File: config.mk
export PLATFORM = sky130hd
export DESIGN_NAME = param_reg_file
export DESIGN_NICKNAME = d
export VERILOG_FILES = /design/src/rtl/regfile_pkg.sv /design/src/rtl/regfile_port_reg.sv /design/src/rtl/param_reg_file.sv
export SDC_FILE = /design/constraint.sdc
export NUM_CORES = 1
export LEC_CHECK = 0
export BUFFER_PORTS_ARGS = -buffer_cell sky130_fd_sc_hd__buf_2
export CAP_MARGIN = 20
export CORE_UTILIZATION = 45
export DETAILED_ROUTE_END_ITERATION = 12
export PLACE_DENSITY = 0.74
export SYNTH_ARGS = -nofsm -noshare
export SYNTH_HDL_FRONTEND = slang
export SYNTH_SLANG_ARGS = --single-unit
export TNS_END_PERCENT = 50
File: constraint.sdc
create_clock -name clk -period 4.7 [get_ports clk]
set_input_delay 0.235 -clock clk [delete_from_list [all_inputs] [get_ports clk]]
set_output_delay 0.235 -clock clk [all_outputs]
set_load 0.01 [all_outputs]
File: src/rtl/regfile_pkg.sv
// Shared definitions for param_reg_file: address-width helper,
// default LO/HI/port register indices and the write-mode encoding.
package regfile_pkg;

  localparam int DEF_LO_IDX = 0;
  localparam int DEF_HI_IDX = 3;

  typedef enum logic [1:0] {
    WM_NONE,
    WM_SINGLE,
    WM_WIDE
  } wmode_e;

  // Address width; a 1-bit address is kept even for a 1- or 2-entry file.
  function automatic int aw_of(input int num_regs);
    return (num_regs <= 2) ? 1 : $clog2(num_regs);
  endfunction

  // The top register is mirrored to the output port unless overridden.
  function automatic int def_port_idx(input int num_regs);
    return num_regs - 1;
  endfunction

endpackage

File: src/rtl/regfile_port_reg.sv
// Registered output port with a change strobe; port follows the value the
// mirrored register will hold after the current edge.
module regfile_port_reg
  import regfile_pkg::*;
#(
  parameter int PORT_W = 8
) (
  input  logic              clk,
  input  logic              rst,
  input  logic [PORT_W-1:0] nxt,
  output logic [PORT_W-1:0] port,
  output logic              port_stb
);

  // NOTE: state registers use non-blocking assignments so port_stb compares
  // nxt against the pre-edge port value, not the one being written.
  always_ff @(posedge clk) begin
    if (rst) begin
      port     <= '0;
      port_stb <= 1'b0;
    end else begin
      port     <= nxt;
      port_stb <= (nxt != port);
    end
  end

endmodule

File: src/rtl/param_reg_file.sv
// Parametrised register file with single/wide (LO/HI) writes, combinational
// reads and a registered output port. Define REGFILE_BYPASS_EN to forward
// write data to the read ports in the cycle the write commits.
module param_reg_file
  import regfile_pkg::*;
#(
  parameter int  DATA_W   = 32,
  parameter int  NUM_REGS = 8,
  parameter int  LO_IDX   = DEF_LO_IDX,
  parameter int  HI_IDX   = DEF_HI_IDX,
  parameter int  PORT_IDX = def_port_idx(NUM_REGS),
  parameter int  PORT_W   = 8,
  localparam int AW       = aw_of(NUM_REGS)
) (
  input  logic              clk,
  input  logic              rst,
  input  logic              sto,
  input  logic              mul,
  input  logic [AW-1:0]     waddr,
  input  logic [DATA_W-1:0] din,
  input  logic [DATA_W-1:0] din_ext,
  input  logic [AW-1:0]     raddr1,
  input  logic [AW-1:0]     raddr2,
  output logic [DATA_W-1:0] dout1,
  output logic [DATA_W-1:0] dout2,
  output logic [PORT_W-1:0] port,
  output logic              port_stb
);

  logic [DATA_W-1:0] regs [NUM_REGS];
  logic [DATA_W-1:0] wd   [NUM_REGS];
  logic [NUM_REGS-1:0] we;
  logic [PORT_W-1:0] port_nxt;
  wmode_e wmode;

  always_comb begin
    if (!sto)     wmode = WM_NONE;
    else if (mul) wmode = WM_WIDE;
    else          wmode = WM_SINGLE;
  end

  // Per-register write enable/data; an out-of-range waddr matches nothing.
  always_comb begin
    // NOTE: every output of this block gets a default before any branch,
    // so no path leaves we/wd unassigned and no latch is inferred.
    we = '0;
    for (int i = 0; i < NUM_REGS; i++) begin
      wd[i] = din;
      case (wmode)
        WM_SINGLE: we[i] = (waddr == AW'(i));
        WM_WIDE: begin
          if (i == LO_IDX) we[i] = 1'b1;
          if (i == HI_IDX) begin
            we[i] = 1'b1;
            wd[i] = din_ext;
          end
        end
        default: ;
      endcase
    end
  end

  // NOTE: the array itself is reset because every register must read back
  // as zero after rst, not just the port state.
  always_ff @(posedge clk) begin
    if (rst) begin
      for (int i = 0; i < NUM_REGS; i++) regs[i] <= '0;
    end else begin
      for (int i = 0; i < NUM_REGS; i++)
        if (we[i]) regs[i] <= wd[i];
    end
  end

  always_comb begin
    dout1 = '0;
    dout2 = '0;
    for (int i = 0; i < NUM_REGS; i++) begin
      if (raddr1 == AW'(i)) dout1 = regs[i];
      if (raddr2 == AW'(i)) dout2 = regs[i];
`ifdef REGFILE_BYPASS_EN
      if (!rst && we[i] && raddr1 == AW'(i)) dout1 = wd[i];
      if (!rst && we[i] && raddr2 == AW'(i)) dout2 = wd[i];
`endif
    end
  end

  assign port_nxt = we[PORT_IDX] ? wd[PORT_IDX][PORT_W-1:0]
                                 : regs[PORT_IDX][PORT_W-1:0];

  regfile_port_reg #(.PORT_W(PORT_W)) u_port (
    .clk      (clk),
    .rst      (rst),
    .nxt      (port_nxt),
    .port     (port),
    .port_stb (port_stb)
  );

endmodule
==> out/metrics.cfg <==
[run_status]
status = completed

[place]
io_buffer_count = 149
routabilityCongestion = 0.855
dpl_cell_area_sq_um = 14900
dp.cells = 1719
dp_hpwl_mm = 25.7

[clock_tree]
h-tree-depth = 1
ctsLongestPathBuffers = 3
path_clk_slew_ns = 0.06
cts_hold_buf = 3
tritoncts = built
cts_setup_buffers = 0
cts_resized = 0
cts.sink_count = 265
cts_buffers = 27
ctsRootBufferMaster = clkbuf_16
clock_latency_ns = 0.55

[final_layout]
final_util_pct = 52.6
fin_area_sq_um = 15800
nFillCells = 2523
drive_above_1_share_pct = 19.2
finalNonFillerCells = 1774
nNetsFinal = 1439
area.growth.synth_to_final_pct = 13.8

[sta]
fin_crit_ns = 2.84
tightest_slew_ns = 1.13
post-route-period-util_pct = 60.5
maxSlewViolCount = 0
hold_violations = 0
finalSetupViolations = 0
skew_ns = 0.0232
max-slew-margin-rel_pct = 24.8
fmax_mhz = 352
rsz0062_at_grt = no
fin_setup_tns_ns = 0

[logic_synthesis]
synth_top_area_cell = edfxtp_1
async_flop_share_pct = 0
synthCells = 1255
yosys_register_bits = 265
ys_seq_area_share_pct = 56.6
synth_top_family_by_area = compound AO/OA/AOI/OAI gates
synth_area_leaders = edfxtp_1 55%, nor2_1 6.6%, mux2i_1 5.5%
ys_top_cells_by_count = 256 x edfxtp_1, 243 x nor2_1, 133 x nand2_1
muxShareOfSynthArea_pct = 10.4
yosysMostFrequentCell = edfxtp_1
syn_area_sq_um = 13900
synth-simple-area-share_pct = 13.3
synth-compound-area-share_pct = 14.4
synthAdderAreaFrac_pct = 0
synth_edf_count = 256
syn_nets = 1332
synth_top_area_share_pct = 55.3
synth_xor_area_share_pct = 0.504
yosysWarnings = 0
ys.flop_type = edfxtp_1
syn_avg_cell_area_sq_um = 11.1
synth_cell_type_count = 46

[setup_path]
critical_path_class = primary input to output port
path_cells = buf_4, nor2b_2, buf_4, a21oi_1, nor2_1, a221o_1, buf_2
crit_fanout = 64
arrival_ns = 2.61
cpPeakStageDelay_ns = 0.84
rr_worst_depth = 4
critPathMostFrequentCell = buf_4
slowest_stage = nor2b_2
endpoint_kind = output port
cp.required_ns = 4.47
critPathLaunchType = primary input

[floorplan]
start_util_pct = 46.3
core_sq_um = 30000
die_area_sq_um = 31600
num_rows = 63
die_h_microns = 178
io_pins = 150
die_w_microns = 178

[power_and_ir_drop]
p_int_uw = 4280
p_switching_uw = 1530
peakVddDrop_mv = 0.203
combPwrFrac_pct = 14.8
p_leak_uw = 0.00628
switching_share_pct = 26.3
powerDensity_nw_per_um2 = 367
clkPwrFrac_pct = 35.4
seqPwrFrac_pct = 49.8

[drt]
first_iter_violations = 1539
drc = 0
viasPerCell = 6.21
vias = 11000
firstDrtPassIters = 6
post_drt_wl_per_cell_microns = 23.8
ant_nets = 0
finalWirelength_mm = 42.2

[grt]
overflow = 0
grt_pass1_wl_mm = 63.2
grtUsageTotal_pct = 26.8
antenna_found_initial = 3
grt_start_max_net_pins = 70
first_global_vias = 10900

[worst_hold_path]
min_path_type = primary input to flip-flop
hold_depth = 3

[flow_run]
cap_viol_max_count = 0

-- state kept, by name (all words and copies together) (netlist names) --
signal and count:
regs 256, u_port.port 8, u_port.port_stb 1
-- through the flow --
stage,power [uW],setup WS (ns),hold slack (ns)
after CTS,5790,1.87,0.00768
after global placement,3750,1.89,0.520
after detailed placement,3770,1.90,0.522
final,5800,1.86,0.0123
after global routing,5970,1.72,0.0392
after floorplan,3440,2.33,0.371
-- power by group through the flow --
stage / logic, uW / clock network [uW] / registers [uW]
final: 861 / 2060 / 2890
after global routing: 927 / 2140 / 2900
after CTS: 849 / 2060 / 2880
after detailed placement: 842 / 0 / 2930
after global placement: 831 / 0 / 2920
after floorplan: 543 / 0 / 2890
-- routing by layer --
metal  share of wire [%]  GRT usage, %  vias up
met5               0.024             0        -
met4                 3.4          11.4        2
met3                  12          4.41      110
met2                  46          42.6      775
met1                  38          36.4     5312
li1                    -             -     4817
-- final timing paths --
path | from | endpoint | slack [ns]
max | raddr1[0] | dout1[6] | 1.86
min | din[2] | u_port.port[2] | 0.01
max reg2reg | regs[1][96] | u_port.port_stb | 3.23
min reg2reg | u_port.port[0] | u_port.port_stb | 0.63
-- cell families after synthesis --
| kind of cell | after synthesis |
|---|---|
| buffers and inverters | 147 |
| muxes | 109 |
| AOI/OAI and AO/OA | 282 |
| and+or+nand+nor | 444 |
| xor gates and xnor gates | 8 |
| DFF | 265 |
-- critical path, delay by kind of cell --
kind / cells / cell delay [ns]
compound gates: 2 / 0.27
buf+inv: 3 / 1.12
simple gates: 2 / 0.95
-- placed cells by master, fill, tap and decap left out, drive strengths merged, types with 2 or more instances in the layout --
cell type | netlist | routed
nor2b | 9 | 9
o22ai | 3 | 3
buf | 44 | 182
nand2b | 40 | 40
mux4 | 28 | 28
nand2 | 133 | 133
inv | 40 | 41
a221o | 26 | 26
xnor2 | 3 | 3
o21ai | 39 | 39
nor2 | 245 | 245
clkinv | 0 | 14
clkbuf | 63 | 31
bufinv | 0 | 2
edfxtp | 256 | 256
o221ai | 4 | 4
clkinvlp | 0 | 2
dfxtp | 9 | 9
mux2i | 77 | 77
nand3 | 3 | 3
xor2 | 5 | 5
or2 | 2 | 2
nor3 | 3 | 3
dlygate4sd3 | 0 | 3
nand3b | 2 | 2
o2bb2ai | 20 | 20
a222oi | 23 | 23
a22o | 46 | 46
and2 | 2 | 2
mux2 | 4 | 4
a21o | 20 | 20
a221oi | 4 | 4
a21oi | 91 | 91
o211ai | 3 | 3
-- final cells by class --
type | instances | area (sq um) | area share [%]
antenna | 1 | 2.50 | 0.0158
tap | 390 | 488 | 3.09
clock inverter | 19 | 149 | 0.942
sequential | 265 | 7870 | 49.8
clock buffer | 31 | 691 | 4.37
inverter | 40 | 150 | 0.950
timing repair buffer | 185 | 1050 | 6.63
multi-input combinational | 843 | 5410 | 34.2
Power figures use the tool's default switching activity.
